### src/rtl/corelet_seq_ctrl_pkg.sv
// Shared opcodes, mode encodings and FSM state type for the corelet sequencer.
package corelet_pkg;

    localparam int unsigned OP_BW = 16;

    localparam logic [OP_BW-1:0] OP_NOP   = 16'd0;
    localparam logic [OP_BW-1:0] OP_LOADW = 16'd1;
    localparam logic [OP_BW-1:0] OP_EXEC  = 16'd2;

    localparam logic MODE_4B = 1'b0;
    localparam logic MODE_2B = 1'b1;

    typedef enum logic [2:0] {
        S_IDLE,
        S_FETCH_W,
        S_LOAD_W,
        S_FETCH_A,
        S_DRAIN,
        S_DONE
    } state_e;

    // The SIMD flag rides in bit 2 of every non-NOP instruction word.
    function automatic logic [OP_BW-1:0] make_inst(input logic [OP_BW-1:0] op, input logic m);
        make_inst = op | ((m == MODE_2B) ? OP_BW'(4) : '0);
    endfunction

endpackage

### src/rtl/corelet_seq_ctrl_skew_pipe.sv
// Free-running shift register: bit 0 follows the input by one cycle, bit i by i+1 cycles.
module skew_pipe #(
    parameter int unsigned WIDTH = 8
) (
    input  logic             clk,
    input  logic             reset,
    input  logic             in_i,
    output logic [WIDTH-1:0] q_o
);

    logic [WIDTH-1:0] sh_q;
    logic [WIDTH-1:0] sh_d;

    assign sh_d = WIDTH'({sh_q, in_i});
    assign q_o  = sh_q;

    always_ff @(posedge clk) begin
        if (reset) begin
            sh_q <= '0;
        end else begin
            sh_q <= sh_d;
        end
    end

endmodule

### src/rtl/corelet_seq_ctrl.sv
// Corelet job sequencer: weight fetch, weight load, activation streaming and drain
// for one L0 -> MAC array -> OFIFO slice, with row and column skew pipelines.
module corelet_seq_ctrl
    import corelet_pkg::*;
#(
    parameter int unsigned ROWS    = 8,
    parameter int unsigned COLS    = 8,
    parameter int unsigned INST_BW = 16,
    parameter int unsigned W_WORDS = 8,
    parameter int unsigned CNT_BW  = 16
) (
    input  logic                    clk,
    input  logic                    reset,
    input  logic                    start,
    input  logic                    mode,
    input  logic [CNT_BW-1:0]       n_act,
    output logic                    req_w,
    input  logic                    ack_w,
    output logic                    req_a,
    input  logic                    ack_a,
    input  logic                    ofifo_full,
    output logic                    l0_wr,
    output logic [ROWS-1:0]         l0_rd,
    output logic [ROWS*INST_BW-1:0] ii_w,
    output logic [COLS-1:0]         ofifo_wr,
    output logic                    busy,
    output logic                    done
);

    state_e              state_q, state_d;
    logic [CNT_BW-1:0]   cnt_q, cnt_d;
    logic [CNT_BW-1:0]   a_cnt_q, a_cnt_d;
    logic [CNT_BW-1:0]   n_act_q, n_act_d;
    logic                mode_q, mode_d;
    logic                req_a_q, req_a_d;
    logic                act_acc;
    logic [ROWS-1:0]     row_sk;
    logic [COLS-1:0]     col_sk;
    logic [INST_BW-1:0]  load_word, exec_word;

    // Acceptance ignores req_a so words already in flight when it drops are kept.
    assign act_acc   = ack_a && (state_q == S_FETCH_A);
    assign load_word = INST_BW'(make_inst(OP_LOADW, mode_q));
    assign exec_word = INST_BW'(make_inst(OP_EXEC, mode_q));

    skew_pipe #(.WIDTH(ROWS)) u_row_skew (
        .clk   (clk),
        .reset (reset),
        .in_i  (act_acc),
        .q_o   (row_sk)
    );

    skew_pipe #(.WIDTH(COLS)) u_col_skew (
        .clk   (clk),
        .reset (reset),
        .in_i  (row_sk[ROWS-1]),
        .q_o   (col_sk)
    );

    always_comb begin
        state_d = state_q;
        cnt_d   = cnt_q;
        a_cnt_d = a_cnt_q;
        n_act_d = n_act_q;
        mode_d  = mode_q;
        case (state_q)
            S_IDLE: begin
                if (start) begin
                    state_d = S_FETCH_W;
                    cnt_d   = '0;
                    a_cnt_d = '0;
                    n_act_d = n_act;
                    mode_d  = mode;
                end
            end
            S_FETCH_W: begin
                if (ack_w) begin
                    if (cnt_q == CNT_BW'(W_WORDS - 1)) begin
                        state_d = S_LOAD_W;
                        cnt_d   = '0;
                    end else begin
                        cnt_d = cnt_q + CNT_BW'(1);
                    end
                end
            end
            S_LOAD_W: begin
                if (cnt_q == CNT_BW'(W_WORDS - 1)) begin
                    cnt_d   = '0;
                    state_d = (n_act_q == '0) ? S_DONE : S_FETCH_A;
                end else begin
                    cnt_d = cnt_q + CNT_BW'(1);
                end
            end
            S_FETCH_A: begin
                if (act_acc && (a_cnt_q != n_act_q)) begin
                    a_cnt_d = a_cnt_q + CNT_BW'(1);
                    if (a_cnt_d == n_act_q) begin
                        state_d = S_DRAIN;
                        cnt_d   = '0;
                    end
                end
            end
            S_DRAIN: begin
                if (cnt_q == CNT_BW'(ROWS + COLS - 1)) begin
                    state_d = S_DONE;
                end else begin
                    cnt_d = cnt_q + CNT_BW'(1);
                end
            end
            S_DONE: begin
                state_d = S_IDLE;
            end
            default: begin
                state_d = S_IDLE;
            end
        endcase
        req_a_d = (state_d == S_FETCH_A) && !ofifo_full;
    end

    always_ff @(posedge clk) begin
        if (reset) begin
            state_q <= S_IDLE;
            cnt_q   <= '0;
            a_cnt_q <= '0;
            n_act_q <= '0;
            mode_q  <= MODE_4B;
            req_a_q <= 1'b0;
        end else begin
            state_q <= state_d;
            cnt_q   <= cnt_d;
            a_cnt_q <= a_cnt_d;
            n_act_q <= n_act_d;
            mode_q  <= mode_d;
            req_a_q <= req_a_d;
        end
    end

    always_comb begin
        req_w    = (state_q == S_FETCH_W);
        req_a    = req_a_q;
        l0_wr    = ((state_q == S_FETCH_W) && ack_w) || act_acc;
        l0_rd    = (state_q == S_LOAD_W) ? '1 : row_sk;
        ofifo_wr = col_sk;
        busy     = (state_q != S_IDLE);
        done     = (state_q == S_DONE);
        ii_w     = '0;
        for (int unsigned i = 0; i < ROWS; i++) begin
            if (state_q == S_LOAD_W) begin
                ii_w[i*INST_BW +: INST_BW] = load_word;
            end else if (row_sk[i]) begin
                ii_w[i*INST_BW +: INST_BW] = exec_word;
            end else begin
                ii_w[i*INST_BW +: INST_BW] = INST_BW'(OP_NOP);
            end
        end
    end

endmodule
### config.mk
export PLATFORM = sky130hd
export DESIGN_NAME = corelet_seq_ctrl
export DESIGN_NICKNAME = d
export VERILOG_FILES = /design/src/rtl/corelet_seq_ctrl_pkg.sv /design/src/rtl/corelet_seq_ctrl_skew_pipe.sv /design/src/rtl/corelet_seq_ctrl.sv
export SDC_FILE = /design/constraint.sdc
export NUM_CORES = 1
export LEC_CHECK = 0
export BUFFER_PORTS_ARGS = -buffer_cell sky130_fd_sc_hd__buf_4
export CAP_MARGIN = 20
export CORE_AREA = 2 2 104 106
export DETAILED_ROUTE_END_ITERATION = 16
export DIE_AREA = 0 0 106 108
export PLACE_DENSITY = 0.73
export SYNTH_ARGS = -nofsm -noshare
export SYNTH_HDL_FRONTEND = slang
export SYNTH_SLANG_ARGS = --single-unit
### constraint.sdc
create_clock -name clk -period 8.4 [get_ports clk]
set_clock_uncertainty 0.05 [all_clocks]
set_input_delay 1.68 -clock clk [delete_from_list [all_inputs] [get_ports clk]]
set_output_delay 1.68 -clock clk [all_outputs]
set_load 0.1 [all_outputs]
### Word level (Yosys, flattened, before mapping)

Cells that the tools add are included.
Widths: inputs -> output; s select.

* $add $sub $neg: 2
* eq/ne operators: 15
* muxes and demuxes: 36
* reductions and logical operators: 14

Operator list (number)
* $mux 16: 7
* $pmux 16 s5: 1
* $mux 3: 25
* $add 16x1->16 const B: 2
* $pmux 16 s2: 1
* $eq 16x16->1: 1
* $eq 16x3->1 const B: 1
* $eq 16x4->1 const B: 1
* $logic_not 16->1: 1
* $ne 16x16->1: 1
* $pmux 3 s5: 1
* $eq 3x2->1 const B: 3
* $mux 8: 1
* $eq 3x3->1 const B: 2
* $ne 2x1->1 const B: 3
* $reduce_and 6->1: 1
* $reduce_bool 5->1: 1
* $logic_and 1x1->1: 4
* $ne 2x2->1 const B: 2
* $eq 3x1->1 const B: 1
* $logic_not 3->1: 1
* $reduce_and 3->1: 1
* $reduce_bool 3->1: 1
* $reduce_and 2->1: 1
* 3 further kinds: 3

* bits in registers: 69
* bits of input ports: 23
* output and inout bits: 149
* word-level logic and storage cells: 75

### Longest topological paths before layout

Gate-level depths: netlist of the first run.

* depth in word-level cells: 7
* gate-level depth with buffers: 11
* depth with buffers taken out: 9

### Cells and area by module

From an unflattened synthesis of the first run, not the netlist that was laid out.

* cell total of the unflattened synthesis: 583
* area, all modules: 4678.2 µm²

Modules (own cells, without submodules)
* corelet_seq_ctrl: times used 1, cells an instance 551, area an instance 4257.8 µm², sequential area each 1061.0 µm²
* skew_pipe: times used 2, cells an instance 16, area an instance 210.2 µm², sequential area each 160.2 µm²

### Worst setup path after synthesis of the first run

No wires, ideal clock.

* path type: reg-to-output
* start point: register state_q[0]
* end point: output l0_wr
* data arrival time: 3941 ps
* data required time: 6670 ps
* setup slack: 2729 ps
* cell stages (with the launch flop): 5
* buffers on the path: 1
* path through: dfxtp_1 -> clkbuf_1 -> nor3b_1 -> nand2_1 -> nand2_1

* longest elaborated chain between the ends: 3
* elaborated cells between the ends (all ways): 5
* those cells by class: 2 x eq/ne; 3 x reduce/logical

RTL lines
* from (decl): RTL line corelet_seq_ctrl.sv:30 `state_e state_q, state_d;`
* from (signal assigned): RTL line corelet_seq_ctrl.sv:129 `state_q <= state_d;`
* $eq 3x1->1
* net req_w: RTL line corelet_seq_ctrl.sv:17 `output logic req_w,`
* $logic_and 1x1->1: RTL line corelet_seq_ctrl.sv:141 `l0_wr = ((state_q == S_FETCH_W) && ack_w) || act_acc;`
* $logic_or 1x1->1: RTL line corelet_seq_ctrl.sv:141
* to (decl): RTL line corelet_seq_ctrl.sv:22 `output logic l0_wr,`

The timed path passes the listed nets, and every way through them passes these cells.

### Worst setup path in the final report of the first run

* start point: input ack_a
* end point: output l0_wr

* longest elaborated chain between the ends: 2

RTL lines
* from (decl): RTL line corelet_seq_ctrl.sv:20 `input logic ack_a,`
* $logic_and 1x1->1: RTL line corelet_seq_ctrl.sv:42 `assign act_acc = ack_a && (state_q == S_FETCH_A);`
* $logic_or 1x1->1: RTL line corelet_seq_ctrl.sv:141

Every way passes these cells.

==> results of run 1 <==
-- routing by layer --
layer	GRT usage	up-vias	wire, µm
li1	-	1815	-
met1	0.201	1757	4130
met2	0.278	129	4980
met3	0.0476	16	541
met4	0.0508	0	140
met5	0	-	0
-- metrics by stage --
step | total power (W) | hold slack, ns | worst slack, ns | util | std cells
after global routing | 0.000888 | 0.424 | 4.28 | 0.472 | 754
after global placement | 0.000616 | 0.400 | 4.26 | 0.454 | 737
after detailed placement | 0.000618 | 0.412 | 4.11 | 0.454 | 737
after CTS | 0.000861 | 0.417 | 4.34 | 0.471 | 753
after floorplan | 0.000633 | 0.395 | 2.73 | - | 671
final | 0.000856 | 0.415 | 4.34 | 0.472 | 754
-- where the power goes --
| group | internal [W] | total (W) | leakage (nW) | switching (W) |
|---|---|---|---|---|
| combinational | 0.0000252 | 0.000272 | 1.42 | 0.000247 |
| sequential | 0.000333 | 0.000341 | 0.559 | 0.00000816 |
| clock | 0.000114 | 0.000243 | 0.0880 | 0.000129 |
| total | 0.000472 | 0.000856 | 2.06 | 0.000384 |
-- registers in the layout (all words and copies together) (netlist names) --
register	flops
n_act_q	16
u_col_skew.q_o	8
req_a	1
u_row_skew.q_o	8
a_cnt_q	16
cnt_q	16
mode_q	1
state_q	3
-- placed cells by master, fill, tap and decap left out, types with 3 or more instances in the layout --
| master | Yosys | final |
|---|---|---|
| nand4_1 | 9 | 9 |
| nand3_1 | 19 | 19 |
| nand2_1 | 51 | 51 |
| conb_1 | 1 | 104 |
| nor2b_1 | 28 | 28 |
| a21oi_2 | 3 | 3 |
| o31ai_1 | 13 | 13 |
| nand2b_1 | 3 | 3 |
| clkinv_2 | 0 | 3 |
| nand3b_1 | 3 | 3 |
| inv_1 | 8 | 8 |
| or2_2 | 10 | 10 |
| xor2_1 | 15 | 15 |
| and3_1 | 6 | 6 |
| nor4_1 | 11 | 11 |
| nor3_1 | 6 | 6 |
| or4_4 | 3 | 3 |
| xnor2_1 | 20 | 20 |
| buf_4 | 111 | 70 |
| clkbuf_8 | 0 | 10 |
| or3_1 | 4 | 4 |
| o21ai_0 | 10 | 10 |
| and2_1 | 11 | 11 |
| a31oi_1 | 3 | 3 |
| nor2_1 | 36 | 36 |
| a21oi_1 | 45 | 45 |
| a211oi_1 | 3 | 3 |
| or4_1 | 10 | 10 |
| dfxtp_1 | 69 | 69 |
-- final cells by class --
class / instances / area share
well taps: 136 / 0.0352
inverters: 8 / 0.00622
repair buffers: 70 / 0.109
flip-flops and latches: 69 / 0.286
clock buffers: 10 / 0.0285
multi-input cells: 455 / 0.527
clock inverters: 6 / 0.00803
-- worst min-delay path by stage --
stage	to	slack (ns)	cells past startpoint	startpoint
after floorplan	u_col_skew.q_o[0]	0.39	1	u_row_skew.q_o[7]
final	u_col_skew.q_o[1]	0.41	1	u_col_skew.q_o[0]
after global routing	u_col_skew.q_o[1]	0.42	1	u_col_skew.q_o[0]
after global placement	u_col_skew.q_o[1]	0.40	1	u_col_skew.q_o[0]
after CTS	u_col_skew.q_o[1]	0.42	1	u_col_skew.q_o[0]
after detailed placement	u_col_skew.q_o[6]	0.41	1	u_col_skew.q_o[5]
-- cell families (layout without fill, tap and decap cells) --
kind of cell             Yosys count  after routing  share of synthesized area
XOR/XNOR                          35             35                     0.0677
AO/OA/AOI/OAI                     90             90                      0.126
AND/OR/NAND/NOR                  222            222                      0.273
multiplexers                       2              2                    0.00442
flip-flops                        69             69                      0.305
buffers and inverters            147             94                      0.217
other                              1            104                   0.000829
adder cells (fa/ha/maj)            2              2                    0.00553
-- worst max-delay path, delay by kind of cell --
kind	cells	cell delay [ns]
buffers and inverters	2	0.39
AND/OR/NAND/NOR	2	0.26
==> metrics, run 1 <==
io pins 172; Filler Cells Inserted 1014; post-CTS sizing 0; leakage 2.06 nW; Worst R2R Start a_cnt_q[0]; core box area 10200 µm²; post-synthesis sequential area ratio 0.305; vias in the first global route ~3200; fin. max-slew vios 0; mean routed wirelength per cell 13.0 µm; period utilization 0.483; FF+latch area about 1400 µm²; r2r endpoint cnt_q[9]; Slew headroom 0.372; largest net degree at the start of global routing 50; synth unique cells 54; Multi-input gate area 2550 µm²; final instance area 4830 µm²; CTS clock-pin slew for the worst setup and hold paths 0.08 ns; post-route minimum period 4.06 ns; Least-Margin Pin Slew ~0.94 ns; Die Height approximately 110 µm; endpoint class of the critical path output port; Layout Nets ~640; Clock Tree Root clkbuf_8; CTS buffer count 9; clock tree sinks slightly below 70; DIE AREA 11400 µm²; CP most frequent cell buf_4; # hold bufs at CTS 0; crit path kind input port to output port; WP data required 6.67 ns; Top FF cell, synth dfxtp_1; Max-Cap Viols 0; peak supply drop around 0.00012 V; Tot GR Track Use 0.164; CTS tree done; RSZ-0062 raised after global routing false; final setup fails 0; fmax 246 MHz; Synth area leaders dfxtp_1 31%, buf_4 18%, a21oi_1 5.0%, nand2_1 4.2%, nor2b_1 3.9%; Mapped Avg Cell Area 7.97 µm²; Critical path origin ack_a; first-pass GRT wire length approximately 15 mm; hold crit path type register to register; FF+latch count, synth 69; Critical Path AT 2.33 ns; IO buf count 67; Synth top area share 0.305; Overflow after GRT 0; Die X ~110 µm; vias per std cell 4.93; Clock Path Buffers 2; GP Congestion approximately 0.92; nature of the critical path startpoint input port; clk_lat worst skew approximately 0.35 ns; endpoints failing hold 0; DP Wirelength 7.20 mm; antenna violations before repair 0; pwr/cell area 177 nW/µm²; cell count after synthesis 568; Initial Util 0.442; DRC viols 0; number of cell rows 37; most numerous cell in the Yosys netlist buf_4; htree depth 3; Routed Wire Length 9.79 mm; Ant. Diodes 0; synth warn 0; DRT Pass-1 Iters 5; Mapped Area 4530 µm²; area grow syn2layout 6.75%; CP Capture Point l0_wr; slowest stage cell, crit path buf_4; share of cells above drive strength 1 0.181; Reg2Reg Setup Slack 4.96 ns; antenna-violating nets left 0; Yosys top cell by area dfxtp_1; Total Neg Setup Slack 0 ns; EDFF count, synth 0; crit path cell chain buf_4 > nand3_1 > nand2_1 > buf_4; initial drt markers around 250; status finished clean; Reg2Reg Depth 10; setup bufs post-CTS 0; Cell Area, Placed 4650 µm²; fraction of registers with async set/reset 0; Crit Path Max Fanout 4; synth cell count leaders 111 x buf_4, 69 x dfxtp_1, 51 x nand2_1, 45 x a21oi_1, 36 x nor2_1; crit-path max cell delay 0.30 ns; via count approximately 3700
Power figures use the tool's default switching activity.
==> inputs of run 2 (changes only) <==
- clock period: 8.4 -> 4.1 ns (I/O delays scaled with it)
==> metrics, run 2 (same netlist as run 1, synthesis figures left out) <==
GP Congestion 0.991 (+8.3%); CTS buffer count 9 (unchanged); Routed Wire Length 9.76 mm (-0.28%); largest registers a_cnt_q: 16 flops, cnt_q: 16 flops, n_act_q: 16 flops; htree depth 3 (unchanged); clock tree sinks 69 (unchanged); antenna-violating nets left 0 (unchanged); post-CTS sizing 0 (unchanged); Worst R2R Start a_cnt_q[0]; Crit Path Max Fanout 36 (+32); DRT Pass-1 Iters 4 (-1); Initial Util 0.442 (unchanged); Least-Margin Pin Slew 0.881 ns (-0.0561 ns); Hold Path End u_col_skew.q_o[0]; mean routed wirelength per cell 12.9 µm (-0.67%); vias in the first global route 3221 (+1.9%); crit path kind register to register; Slew headroom 0.411 (+0.0384); Total Neg Setup Slack 0 ns (unchanged); DP Wirelength 7.17 mm (-0.43%); Max-Cap Viols 0 (unchanged); commonest non-fill, non-tap cells in the layout 104 x conb_1, 73 x buf_4, 69 x dfxtp_1; Die Height 108 µm (unchanged); final setup fails 0 (unchanged); largest net degree at the start of global routing 50 (unchanged); Die X 106 µm (unchanged); CTS tree done; Reg2Reg Depth 9 (-1); RSZ-0062 raised after global routing false; hold crit path type register to register; number of cell rows 37 (unchanged); # hold bufs at CTS 0 (unchanged); post-route minimum period 3.25 ns; period utilization 0.794; DRC viols 0 (unchanged); Clock Tree Root clkbuf_8; Final WS setup 0.845 ns (-3.49 ns); Clock Path Buffers 2 (unchanged); WP depth 9 (+5); crit path cell chain ha_1 > nand3_1 > nor3_2 > xnor2_1 > nor4b_2 > o2111a_2 > a41oi_4 > or4_4 > a21oi_2; Critical path buffers and inverters 0 (-2); WP data required 4.33 ns (-2.34 ns); r2r endpoint cnt_q[15]; Ant. Diodes 0 (unchanged); core box area 10200 µm² (unchanged); fin. max-slew vios 0 (unchanged); leakage 2.09 nW (+1.3%); setup bufs post-CTS 0 (unchanged); CP delay by family, top simple AND/OR/NAND/NOR gates; Tot GR Track Use 0.168 (+0.00386); worst hold start u_row_skew.q_o[7]; fmax 307 MHz; endpoint class of the critical path register; fin util 0.478 (+0.00538); # placed instances 740 (+0.41%); area grow syn2layout 7.96%; status finished clean; Reg2Reg Setup Slack 0.85 ns (-4.11 ns); io pins 172 (unchanged); DIE AREA 11400 µm² (unchanged); CTS clock-pin slew for the worst setup and hold paths 0.08 ns (about the same); Non-Filler Instances 757 (+0.40%); slowest stage cell, crit path or4_4; commonest non-fill, non-tap cell in the layout conb_1; dpl ws 0.883 ns (-3.23 ns); via count 3644 (-2.0%); Worst Hold Path Cells 1 (unchanged); initial drt markers 163 (-34%); peak supply drop 0.000188 V (+62%); WHS 0.418 ns (+0.00387 ns); Critical Path AT 3.48 ns (+1.15 ns); crit-path max cell delay 0.66 ns (+0.36 ns); share of cells above drive strength 1 0.187 (+0.00557); vias per std cell 4.81 (-2.4%); nature of the critical path startpoint register; clk_lat worst skew 0.35 ns (about the same); pwr/cell area 376 nW/µm² (+110%); IO buf count 67 (unchanged); endpoints failing hold 0 (unchanged); antenna violations before repair 0 (unchanged); first-pass GRT wire length 15.4 mm (+1.5%); Overflow after GRT 0 (unchanged); Layout Nets 641 (+0.47%)
-- run 2: metrics by stage --
step,instance area [µm²],total power (W)
after floorplan,4920,0.00130
after global placement,4670,0.00127
after detailed placement,4670,0.00127
after CTS,4880,0.00184
after global routing,4890,0.00190
final,4890,0.00184
-- run 2: worst max path at each step --
stage / slack [ns] / to / from
after floorplan: 0.04 / ii_w[113] / state_q[1]
final: 0.85 / cnt_q[15] / a_cnt_q[0]
after global placement: 1.00 / cnt_q[14] / ack_a
after CTS: 0.85 / cnt_q[15] / a_cnt_q[0]
after global routing: 0.56 / cnt_q[8] / a_cnt_q[0]
after detailed placement: 0.88 / cnt_q[15] / a_cnt_q[0]
-- run 2: report_power, final --
part	switching [W]	internal (W)	leakage [nW]
Sequential	0.0000170	0.000682	0.559
Combinational	0.000505	0.0000542	1.44
Clock	0.000291	0.000288	0.0968
Total	0.000813	0.00102	2.09
-- run 2: area by class of cell --
type / count / area (µm²)
multi-input combinational: 455 / 2550
clock buffer: 9 / 124
timing repair buffer: 73 / 548
sequential: 69 / 1380
inverter: 8 / 30.0
fill: 987 / 5350
tap: 136 / 170
clock inverter: 7 / 80.1
-- run 2: metal layers --
| metal | up-vias | track usage | share of wire |
|---|---|---|---|
| met4 | 0 | 0.0545 | 0.016 |
| met2 | 103 | 0.296 | 0.52 |
| met3 | 16 | 0.0422 | 0.058 |
| met5 | - | 0 | 0 |
| met1 | 1693 | 0.200 | 0.40 |
| li1 | 1832 | - | - |
